<file path="config.mk">
export PLATFORM = sky130hd
export DESIGN_NAME = pwm_chan_scheduler
export DESIGN_NICKNAME = d
export VERILOG_FILES = /design/src/rtl/pwm_chan_scheduler.sv
export SDC_FILE = /design/constraint.sdc
export NUM_CORES = 1
export LEC_CHECK = 0
export ABC_AREA = 1
export CAP_MARGIN = 20
export CORE_MARGIN = 4
export CORE_UTILIZATION = 50
export CTS_CLUSTER_DIAMETER = 120
export DETAILED_ROUTE_END_ITERATION = 10
export PLACE_DENSITY = 0.77
export SETUP_SLACK_MARGIN = 0.1
export SYNTH_ARGS = -nofsm -noshare
export SYNTH_HDL_FRONTEND = slang
export SYNTH_SLANG_ARGS = --single-unit
</file>
<file path="constraint.sdc">
create_clock -name clk_50M -period 1.6 [get_ports clk_50M]
set_input_delay 0.16 -clock clk_50M [delete_from_list [all_inputs] [get_ports clk_50M]]
set_output_delay 0.16 -clock clk_50M [all_outputs]
set_load 0.01 [all_outputs]
</file>
<file path="src/rtl/pwm_chan_scheduler.sv">
// pwm_chan_scheduler
//   Fires the selected PWM/DAC pattern channels one at a time in ascending
//   channel order, with a programmable idle gap between channels. Each
//   channel is started with a one-cycle pwm_en pulse. Its busy/valid
//   handshake is then tracked until the channel completes.
//
//   Optional feature macro: PWM_SCHED_TIMEOUT_EN adds a WAIT_VALID watchdog
//   of _TIMEOUT_WIDTH bits. Without it, WAIT_VALID waits indefinitely.
//
// Ports
//   clk_50M      system clock, rising edge
//   rst          synchronous active-high reset
//   cmd_valid    command strobe, accepted when cmd_ready is high
//   cmd_ch_mask  channels to run (bit i = channel i)
//   cmd_gap      idle cycles between consecutive channels
//   cmd_ready    high only while idle
//   abort        synchronous abort of the running sequence
//   pwm_en       one-hot, one-cycle start pulse per channel
//   pwm_busy     channel busy flags
//   pwm_valid    channel end-of-pattern pulses
//   cur_ch       index of the active channel
//   sched_busy   high while a sequence is in progress
//   sched_done   one-cycle pulse on normal completion
//   err_ch       sticky per-channel error flags, cleared on accept
module pwm_chan_scheduler #(
  parameter int unsigned _NUM_CHANNELS  = 4,
  parameter int unsigned _GAP_WIDTH     = 16,
  parameter int unsigned _TIMEOUT_WIDTH = 24,
  localparam int unsigned CH_W = (_NUM_CHANNELS > 1) ? $clog2(_NUM_CHANNELS) : 1
) (
  input  logic                     clk_50M,
  input  logic                     rst,
  input  logic                     cmd_valid,
  input  logic [_NUM_CHANNELS-1:0] cmd_ch_mask,
  input  logic [_GAP_WIDTH-1:0]    cmd_gap,
  output logic                     cmd_ready,
  input  logic                     abort,
  output logic [_NUM_CHANNELS-1:0] pwm_en,
  input  logic [_NUM_CHANNELS-1:0] pwm_busy,
  input  logic [_NUM_CHANNELS-1:0] pwm_valid,
  output logic [CH_W-1:0]          cur_ch,
  output logic                     sched_busy,
  output logic                     sched_done,
  output logic [_NUM_CHANNELS-1:0] err_ch
);

  typedef enum logic [2:0] {
    IDLE, PICK, FIRE, WAIT_BUSY, WAIT_VALID, GAP, DONE
  } state_t;

  state_t                   state, state_n;
  logic [_NUM_CHANNELS-1:0] pend, pend_n, err_n, en_n;
  logic [CH_W-1:0]          cur_n, lowest;
  logic [_GAP_WIDTH-1:0]    gap_q, gap_q_n, gap_cnt, gap_cnt_n;
  logic [3:0]               wb_cnt, wb_cnt_n;
  logic                     ch_complete, sel_busy, sel_valid;
`ifdef PWM_SCHED_TIMEOUT_EN
  logic [_TIMEOUT_WIDTH-1:0] wv_cnt, wv_cnt_n;
`else
  // Watchdog width only matters when the watchdog is built.
  if (_TIMEOUT_WIDTH == 0) begin : g_no_watchdog
  end
`endif

  assign sel_busy  = pwm_busy[cur_ch];
  assign sel_valid = pwm_valid[cur_ch];

  always_comb begin
    lowest = '0;
    for (int unsigned i = _NUM_CHANNELS; i > 0; i--) begin
      if (pend[i-1]) lowest = CH_W'(i - 1);
    end
  end

  always_comb begin
    state_n     = state;
    pend_n      = pend;
    cur_n       = cur_ch;
    err_n       = err_ch;
    gap_q_n     = gap_q;
    gap_cnt_n   = gap_cnt;
    wb_cnt_n    = wb_cnt;
    ch_complete = 1'b0;
    en_n        = '0;
`ifdef PWM_SCHED_TIMEOUT_EN
    wv_cnt_n    = wv_cnt;
`endif

    case (state)
      IDLE: begin
        if (cmd_valid) begin
          pend_n  = cmd_ch_mask;
          gap_q_n = cmd_gap;
          err_n   = '0;
          state_n = PICK;
        end
      end
      PICK: begin
        if (pend == '0) begin
          state_n = DONE;
        end else begin
          cur_n          = lowest;
          pend_n[lowest] = 1'b0;
          state_n        = FIRE;
        end
      end
      FIRE: begin
        wb_cnt_n = '0;
        state_n  = WAIT_BUSY;
      end
      WAIT_BUSY: begin
        if (sel_valid) begin
          ch_complete = 1'b1;
        end else if (sel_busy) begin
          state_n = WAIT_VALID;
`ifdef PWM_SCHED_TIMEOUT_EN
          wv_cnt_n = _TIMEOUT_WIDTH'(1);
`endif
        end else if (wb_cnt == 4'd15) begin
          // 16th cycle in WAIT_BUSY with no response from the channel.
          err_n[cur_ch] = 1'b1;
          ch_complete   = 1'b1;
        end else begin
          wb_cnt_n = wb_cnt + 4'd1;
        end
      end
      WAIT_VALID: begin
        if (sel_valid) begin
          ch_complete = 1'b1;
        end
`ifdef PWM_SCHED_TIMEOUT_EN
        // Counter holds the 1-based cycle number within WAIT_VALID.
        else if (wv_cnt == '1) begin
          err_n[cur_ch] = 1'b1;
          ch_complete   = 1'b1;
        end else begin
          wv_cnt_n = wv_cnt + 1'b1;
        end
`endif
      end
      GAP: begin
        // Counter starts at 1, so gap_q idle cycles elapse before PICK.
        if (gap_cnt == gap_q) state_n = PICK;
        else gap_cnt_n = gap_cnt + 1'b1;
      end
      DONE: state_n = IDLE;
      default: state_n = IDLE;
    endcase

    if (ch_complete) begin
      if (pend == '0) begin
        state_n = DONE;
      end else if (gap_q == '0) begin
        state_n = PICK;
      end else begin
        state_n   = GAP;
        gap_cnt_n = _GAP_WIDTH'(1);
      end
    end

    if (abort && state != IDLE) begin
      state_n = IDLE;
      pend_n  = '0;
    end

    // Outputs are registered from the next state, so an abort in PICK
    // suppresses the pulse that FIRE would otherwise present.
    if (state_n == FIRE) en_n[cur_n] = 1'b1;
  end

  always_ff @(posedge clk_50M) begin
    if (rst) begin
      state      <= IDLE;
      pend       <= '0;
      gap_q      <= '0;
      gap_cnt    <= '0;
      wb_cnt     <= '0;
      cur_ch     <= '0;
      err_ch     <= '0;
      pwm_en     <= '0;
      cmd_ready  <= 1'b1;
      sched_busy <= 1'b0;
      sched_done <= 1'b0;
`ifdef PWM_SCHED_TIMEOUT_EN
      wv_cnt     <= '0;
`endif
    end else begin
      state      <= state_n;
      pend       <= pend_n;
      gap_q      <= gap_q_n;
      gap_cnt    <= gap_cnt_n;
      wb_cnt     <= wb_cnt_n;
      cur_ch     <= cur_n;
      err_ch     <= err_n;
      pwm_en     <= en_n;
      cmd_ready  <= (state_n == IDLE);
      sched_busy <= (state_n != IDLE);
      sched_done <= (state_n == DONE);
`ifdef PWM_SCHED_TIMEOUT_EN
      wv_cnt     <= wv_cnt_n;
`endif
    end
  end

endmodule

</file>
==> results.md, run 1 <==
Setup path:
- The endpoint required time on the critical path is between 1500 and 2000 ps.
- The longest individual stage delay on the worst path is just under 400 ps.
- The worst setup path is captured at a register.
- Traced cell by cell, the critical path runs through buf_6 > nand2_2 > nand2_1 > nand2_1 > nand2_2 > nand2_2 > nand2_4 > nand2_8 > nand4_1 > nand2_4 > nand2_2 > nand2_1 > nand2_1.
- The slowest library cell on the worst path is dfxtp_4.
- The critical path class is register to register.
- Measured in cells, the most critical reg-to-reg path has a length of 13.
- STA puts the critical path data arrival time at 1960 ps.
- In this run the worst path has a maximum fanout of 7.
- The critical path startpoint category is a register.
- In this run the critical register-to-register path is launched from cur_ch[0]$_SDFF_PP0_.
- The top cell family by delay on the critical path is simple AND/OR/NAND/NOR gates.
- Setup slack on the worst reg-to-reg path comes out at -150 ps.
- The end of the worst register-to-register path is sched_busy$_SDFF_PP0_.
- The number of buffers and inverters on the critical path is 1.

Global routing:
- The maximum number of pins on one net before global-route repair is 18.
- The number of antenna violations at the first check in global routing is 0.
- Summed over all layers, the global routing overflow is 0.
- The total global routing track utilization is 22.6%.
- The number of global-route vias before repair came to around 3300.
- The first global-routing pass estimated 14100 um of wire.

Final layout:
- Relative to the synthesized area, the layout overhead comes to 41.6%.
- The fraction of final layout cells sized beyond drive strength 1 is 35.9%.
- The antenna diode count is 0.
- The layout has slightly below 500 filler cells.
- In the final design database the tool counted 623 nets.
- The number of non-filler instances in the completed layout is 667.

Hold path:
- The worst hold path belongs to the class input pin to register.
- For hold timing, the worst endpoint is gap_q[3]$_SDFFE_PP0P_.
- The worst hold path begins at cmd_gap[3].
- The worst hold path was traced through 3 stages.

Logic synthesis:
- Sequential cells were found to cover a little over a third of the synthesized design area.
- Synthesis handed over a netlist of 488 instances.
- The count of cell types in the netlist is 30.
- In the synthesized netlist the async set-or-reset flop fraction comes to 0%.
- In this run the cell area of the synthesized design comes to 3230 um^2.
- The synthesized netlist devotes between 10% and 20% of its cell area to compound gates.
- When the netlist entered floorplanning its net count stood at roughly 520.
- The multiplexer share of the synthesized area is 0%.
- Sorting the synthesized cells by area gives the leading types as dfxtp_1 (35%), nand2_1 (18%), inv_1 (5.7%).
- After synthesis, the largest area contributor takes up 34.7% of total cell area.
- The leading area contributor after synthesis is dfxtp_1.
- After synthesis, the largest family of logic cells by area is simple AND/OR/NAND/NOR gates.
- The synthesized design contains 0 enable-type register cells.
- The total of warnings raised by yosys is 0.
- The commonest cells after synthesis are nand2_1 (152), dfxtp_1 (56), inv_1 (49).
- The synthesized netlist devotes about two fifths of its cell area to simple gates.
- The register bit count reported by yosys is 56.
- nand2_1 is the most common cell in the netlist.
- A synthesized cell averages roughly 6.6 um^2.
- The synthesized netlist devotes 0.775% of its cell area to adder and majority cells.
- After Yosys synthesis, XOR and XNOR cells account for 3.52% of the synthesized area.
- The most used flip-flop cell after synthesis is dfxtp_1.

Timing:
- The post-route worst setup slack is -148 ps.
- Headroom to the max-slew limit came out at ~77%.
- The transition time at the pin with the least slew margin is about 340 ps.
- Between clock sinks in the finished design, the worst skew comes to between 10 and 15 ps.
- The number of failing hold endpoints at the final stage is 0.
- The shortest clock period the worst path allows after layout is about 1700 ps.
- The final max-slew violation count is 0.
- The highest achievable clock rate is ~570 MHz.
- Dividing the final minimum period by the clock period gives 109%.
- Setup repair after global routing could not meet its margin everywhere.
- Hold is met by 413 ps.
- The number of setup violations in the final report is 29.

Floorplanning:
- The area enclosed by the die boundary is ~8000 um^2.
- The initialized floorplan defines 29 standard-cell rows.
- The die outline width is 88.4 um.
- The initial core utilization is approximately half.
- The floorplan step set the die height to between 80 and 90 um.
- between 40 and 50 I/O pins were placed.
- The placeable core region is roughly 6300 um^2.

Clock network:
- The master cell of the clock root buffer is clkbuf_8.
- The total clock buffers created by CTS is 5.
- After clock tree synthesis, the clock-pin slew on the worst setup and hold paths is roughly 100 ps.
- The source-to-sink clock delay at the later pin of the worst-skew pair is 320 ps.
- CTS built an H-tree with a depth of 2.
- TritonCTS built the clock tree.
- The clock tree buffer depth is 2.
- CTS saw 56 sinks.

Power and ir drop:
- The cell area power density is between 1000 and 1500 nW/um^2.
- The worst vdd rail ir drop is 1.16 mV.
- The leakage power total is around 1.9 nW.

Route:
- The via density per instance is 5.27.
- In this run, the number of DRC markers left after iteration 0 of detailed routing was approximately 220.
- The routed layout has about 3500 vias.
- The detailed-routing iteration count for the pre-antenna-repair pass is 5.
- The DRC violation count after routing is 0.
- The routed design has between 9000 and 10000 um of wire.
- The count of nets left with antenna violations after detail routing is 0.
- The mean routed wirelength per cell is about 14 um.

Flow run:
- The number of violations of the max-capacitance limit is 0.

Placed design:
- Detailed placement ended at an HPWL of between 6000 and 7000 um.
- The weighted congestion at the end of routability-driven global placement is about 0.86.
- The number of placed instances, taps included, is ~650.
- The worst setup timing slack at the placement stage is -148 ps.
- The count of port buffers added during placement is 44.

Outcome:
- The run finished, with violations left.
- The checks that failed: negative setup slack.
==> timing repair <==
action,in CTS,in global routing
hold buffers,0,0
resized for setup,57,70
buffers inserted,4,7
gates cloned,1,0
pin swaps,27,29
setup endpoints to repair,37,38
==> cells in the final DEF (no fill, tap or decap), types with 2 or more instances in the layout <==
master and instances:
a21oi_2 4, nor2_1 36, o21ai_1 8, inv_1 37
nand2_8 2, nand2_1 137, dfxtp_4 6, clkdlybuf4s50_1 42
dfxtp_2 28, nand4_1 4, inv_2 23, buf_4 54
nor2_2 18, nand2_4 9, nand3_4 5, nand3_2 5
buf_6 6, xor2_1 13, nor3_1 6, nor2_4 9
nand2_2 17, a21oi_1 31, dlygate4sd2_1 2, nand3_1 19
dfxtp_1 22, o21ai_0 18, clkbuf_8 6, o21ai_2 10
==> worst min-delay path, stage by stage <==
cell and delay [ps]:
clkdlybuf4s50_1 400, nand2_1 60, a21oi_1 50
==> routing by layer <==
metal	share of wire, %	vias to the layer above	global-route usage [%]
met5	0	-	0
met3	3.4	30	3.45
met2	53	100	41.6
met1	40	1651	26.0
met4	3.8	0	9.20
li1	-	1737	-
==> state kept, by name (all words and copies together), names as in the netlist <==
| name | count |
|---|---|
| err_ch | 4 |
| sched_busy | 1 |
| sched_done | 1 |
| pend | 4 |
| gap_cnt | 16 |
| state | 3 |
| cur_ch | 2 |
| pwm_en | 4 |
| gap_q | 16 |
| wb_cnt | 4 |
| cmd_ready | 1 |
==> how the worst max path moves through the flow <==
stage / to / slack [ps] / cells past startpoint / from
6_report: sched_busy$_SDFF_PP0_ / -150 / 13 / cur_ch[0]$_SDFF_PP0_
5_1_grt: sched_busy$_SDFF_PP0_ / -250 / 14 / cur_ch[0]$_SDFF_PP0_
4_1_cts: wb_cnt[0]$_SDFFE_PP0P_ / 20 / 10 / cur_ch[0]$_SDFF_PP0_
3_5_place_dp: gap_cnt[7]$_SDFF_PP0_ / -150 / 12 / pwm_valid[1]
3_3_place_gp: gap_cnt[7]$_SDFF_PP0_ / -120 / 12 / pwm_valid[1]
2_1_floorplan: gap_cnt[4]$_SDFF_PP0_ / 100 / 11 / cur_ch[1]$_SDFF_PP0_
==> logic make-up (layout without fill, tap and decap cells) <==
family                     after synthesis  after routing
and+or+nand+nor                        269            270
buffers and inverters                   73            174
xor gates and xnor gates                13             13
adders and majority gates                2              2
DFF                                     56             56
AOI/OAI and AO/OA                       75             75
==> metrics by stage <==
stage | total power, mW | instance area [um^2] | setup TNS [ps] | utilization, %
4_1_cts | 5.64 | 4320 | 0 | 68.5
2_1_floorplan | 3.72 | 3240 | 0 | -
6_report | 6.07 | 4570 | -3010 | 72.4
3_5_place_dp | 4.68 | 4070 | -3210 | 64.4
5_1_grt | 6.46 | 4570 | -5440 | 72.4
3_3_place_gp | 4.59 | 4070 | -2040 | 64.4
==> report_power, final <==
part | internal (mW) | switching (mW)
clock | 0.354 | 0.480
combinational | 1.33 | 1.92
sequential | 1.72 | 0.268
total | 3.40 | 2.67
==> final cells by class <==
| cell class | count | area [um^2] | share of cell area, % |
|---|---|---|---|
| Multi-Input combinational cell | 360 | 2050 | 44.9 |
| Inverter | 62 | 240 | 5.25 |
| Clock inverter | 1 | 7.51 | 0.164 |
| Sequential cell | 56 | 1180 | 25.8 |
| Timing Repair Buffer | 104 | 911 | 19.9 |
| Clock buffer | 7 | 86.3 | 1.89 |
| Tap cell | 77 | 96.3 | 2.11 |
No activity file was read; power rests on OpenSTA's default activity.
==> run 2: changes to the inputs <==
--- a/config.mk
+++ b/config.mk
@@ -8,10 +8,10 @@
 export ABC_AREA = 1
 export CAP_MARGIN = 20
 export CORE_MARGIN = 4
-export CORE_UTILIZATION = 50
+export CORE_UTILIZATION = 59
 export CTS_CLUSTER_DIAMETER = 120
 export DETAILED_ROUTE_END_ITERATION = 10
-export PLACE_DENSITY = 0.77
+export PLACE_DENSITY = 0.85
 export SETUP_SLACK_MARGIN = 0.1
 export SYNTH_ARGS = -nofsm -noshare
 export SYNTH_HDL_FRONTEND = slang
==> constraint.sdc (replaced) <==
create_clock -name clk_50M -period 2.1 [get_ports clk_50M]
set_input_delay 0.21 -clock clk_50M [delete_from_list [all_inputs] [get_ports clk_50M]]
set_output_delay 0.21 -clock clk_50M [all_outputs]
set_load 0.01 [all_outputs]
==> run 2 against run 1 <==
  * The run now ends clean
  * Routed wire length down 20%
  * First-iteration DRC count up 2.7%
  * Global-route usage up 0.77 points
  * Maximum frequency down 1.5%
  * Count of clock-buffer cells in the layout unchanged
  * Cell area down 16%
  * Critical path type unchanged
  * Hold slack better by 35 ps
  * Largest power group unchanged
  * Sequential share of layout area up 3.5 points
  * Clock skew down 3.5 ps
  * Combinational power down 44%
  * Worst setup slack better by 470 ps
==> results.md, run 2 (same netlist as run 1, synthesis figures left out) <==
Final layout:
- Relative to the synthesized area, the layout overhead comes to 18.4%.
- The library cells used most frequently in the layout, excluding fill and tap cells, are nand2_1 (152), dfxtp_1 (56), inv_1 (49), nor2_1 (46), clkdlybuf4s50_1 (44).
- The fraction of final layout cells sized beyond drive strength 1 is 12.3% (-24 points).
- The utilization of the core after routing was 73.5% (+1.1 points).
- The net count of the finished layout is 568 (-8.8%).
- In the final layout, the registers with the most flip-flops are gap_cnt: 16 flops, gap_q: 16 flops.
- The finished layout cell area is 3830 um^2 (-16%).
- The library cell used most frequently in the layout, excluding fill and tap cells, is nand2_1.
- The antenna diode count is 0 (unchanged).

Setup path:
- Grouping stages by cell kind, the critical path spends the most delay in simple AND/OR/NAND/NOR gates.
- The cell with the most instances on the worst path is nand2_1.
- The launch instance of the worst register-to-register path is gap_cnt[10]$_SDFF_PP0_.
- In this run the worst setup path begins at gap_cnt[10]$_SDFF_PP0_.
- The endpoint required time on the critical path came to 2300 ps (+490 ps).
- The top fanout value on the critical path is 17 (+10).
- The number of buffer and inverter instances along the worst setup path is 2 (+1).
- The slowest library cell on the worst path is dfxtp_1.
- The arrival time of data at the critical path endpoint came to 1980 ps (+20 ps).
- The type of element capturing the critical path is a register.
- The worst setup path is launched from a register.
- The signal on the critical path passes through inv_2 > nand2_1 > nand2_1 > nor2_1 > nand2_1 > nor2_2 > nand2_4 > nand2_8 > inv_2 > nand2_1 > xor2_1 > nor2_2.
- The critical path class is register to register.
- The longest individual stage delay on the worst path is 470 ps (+80 ps).

Route:
- The total wire length after detailed routing came to 7500 um (-20%).
- The overall via count from detail_route is 3095 (-12%).
- The via density per instance is 5.12 (-3.0%).
- The count of nets left with antenna violations after detail routing is 0 (unchanged).
- The DRC violation count after routing is 0 (unchanged).
- The detailed-routing iteration count for the pre-antenna-repair pass is 7 (+2).
- The mean routed wirelength per cell is 12.4 um (-12%).
- The violation count after the first detailed-route iteration is 230 (+2.7%).

Floorplanning:
- The top-level port count is 45 (unchanged).
- The die outline width was 82.0 um (-7.2%).
- The standard-cell row count is 26 (-10%).
- The vertical die dimension is 82.0 um (-7.2%).
- The area enclosed by the die boundary is 6720 um^2 (-14%).
- The placeable core region is 5200 um^2 (-18%).
- The initial core utilization is 62.1% (+11 points).

Placed design:
- The placed instance area is 3730 um^2 (-8.2%).
- The worst setup timing slack at the placement stage is 282 ps (+430 ps).
- The placed wire-length estimate came to 5780 um (-9.1%).
- The weighted congestion at the end of routability-driven global placement is 0.865 (+1.1%).
- The count of port buffers added during placement is 44 (unchanged).

Global routing:
- The total global routing track utilization was 23.4% (+0.77 points).
- The first-pass GRT wire length is 12300 um (-12%).
- met2 is the most crowded layer.
- The sum of overflow across all layers after global routing is 0 (unchanged).
- The fraction of met3 tracks used by global routing is 4.71% (+1.3 points).
- The fraction of met1 tracks used by global routing is 27.3% (+1.3 points).
- The met2 capacity usage during global routing is 43.0% (+1.4 points).
- The number of antenna violations at the first check in global routing came to 0 (unchanged).
- The maximum number of pins on one net before global-route repair is 34 (+16).
- The number of global-route vias before repair was 2920 (-11%).

Clock network:
- The total setup buffers inserted after CTS came to 0 (-4).
- The clock tree buffer depth came to 2 (unchanged).
- CTS placed an instance of clkbuf_8 at the clock tree root.
- The total clock buffers created by CTS is 5 (unchanged).
- The source-to-sink clock delay at the later pin of the worst-skew pair is 310 ps (about the same).
- The maximum level of the CTS H-tree is 2 (unchanged).
- The number of sinks handled by clock tree synthesis came to 56 (unchanged).
- The clock edge transition at the registers on the reported setup and hold paths is 100 ps (about the same).
- The clock tree from TritonCTS is done.
- The number of gates given a new drive strength after cts is 0 (-100%).
- The cts-stage hold buffer count is 0 (unchanged).

Timing:
- The tightest slew margin relative to the limit came to 79.7% (+2.5 points).
- The number of setup violations in the final report is 0 (-100%).
- The total negative slack came to 0 ps (+3010 ps).
- The post-route worst setup slack is 326 ps (+474 ps).
- The number of failing hold endpoints at the final stage was 0 (unchanged).
- The highest achievable clock rate is 564 MHz (-1.5%).
- The final critical-path share of the clock period was 84.5% (-25 points).
- The shortest clock period the worst path allows after layout was 1770 ps (+26.3 ps).
- The transition time at the pin with the least slew margin is 304 ps (-38.0 ps).
- Setup repair after global routing left no endpoint under its margin.
- The worst clock skew is 10.1 ps (-3.47 ps).
- The final max-slew violation count is 0 (unchanged).

Power and ir drop:
- The worst vdd rail ir drop is 0.683 mV (-41%).
- The overall power was 3.91 mW (-36%).
- The leakage power total came to 1.58 nW (-17%).
- The cell area power density is 1020 nW/um^2 (-23%).

Hold path:
- The start point of the worst hold path is cmd_ch_mask[1].
- In this run the worst hold path is classified as input pin to register.

Outcome:
- The run finished with clean final reports.

Flow run:
- The number of violations of the max-capacitance limit is 0 (unchanged).
-- run 2: per-layer routing --
layer | part of all wire (%) | vias to the layer above
met3 | 3.3 | 11
li1 | - | 1623
met4 | 1.7 | 0
met1 | 43 | 1401
met5 | 0 | -
met2 | 52 | 60
-- run 2: area by class of cell --
cell class                 count  area, um^2
clock buffer                   7        86.3
clock inverter                 1        7.51
fill                         443        1380
inverter                      62         233
multi-input combinational    359        1810
sequential                    56        1120
tap                           70        87.6
timing repair buffer          50         485
-- run 2: worst reg2reg max path: cells and delay by family, from the launching register on --
kind | cells | cell delay, ps
AND/OR/NAND/NOR | 9 | 860
flip-flops | 1 | 470
XOR/XNOR | 1 | 170
buffers and inverters | 2 | 160
-- run 2: worst paths after layout --
check | endpoint | slack [ps] | depth (start not counted)
worst max register to register | gap_cnt[6]$_SDFF_PP0_ | 330 | 12
worst max-delay path | gap_cnt[6]$_SDFF_PP0_ | 330 | 12
worst min-delay path | pend[1]$_SDFFE_PP0P_ | 450 | 3
worst min register to register | err_ch[2]$_SDFFE_PP0P_ | 460 | 2
-- run 2: metrics by stage --
| step | hold WS, ps | cells |
|---|---|---|
| 2_1_floorplan | 353 | 488 |
| 3_3_place_gp | 444 | 597 |
| 3_5_place_dp | 447 | 597 |
| 4_1_cts | 445 | 605 |
| 5_1_grt | 445 | 605 |
| 6_report | 448 | 605 |
-- run 2: power by group --
part | leakage [nW] | internal (mW) | switching (mW)
clock network | 0.0445 | 0.269 | 0.353
logic | 1.08 | 0.664 | 1.16
registers | 0.457 | 1.28 | 0.184
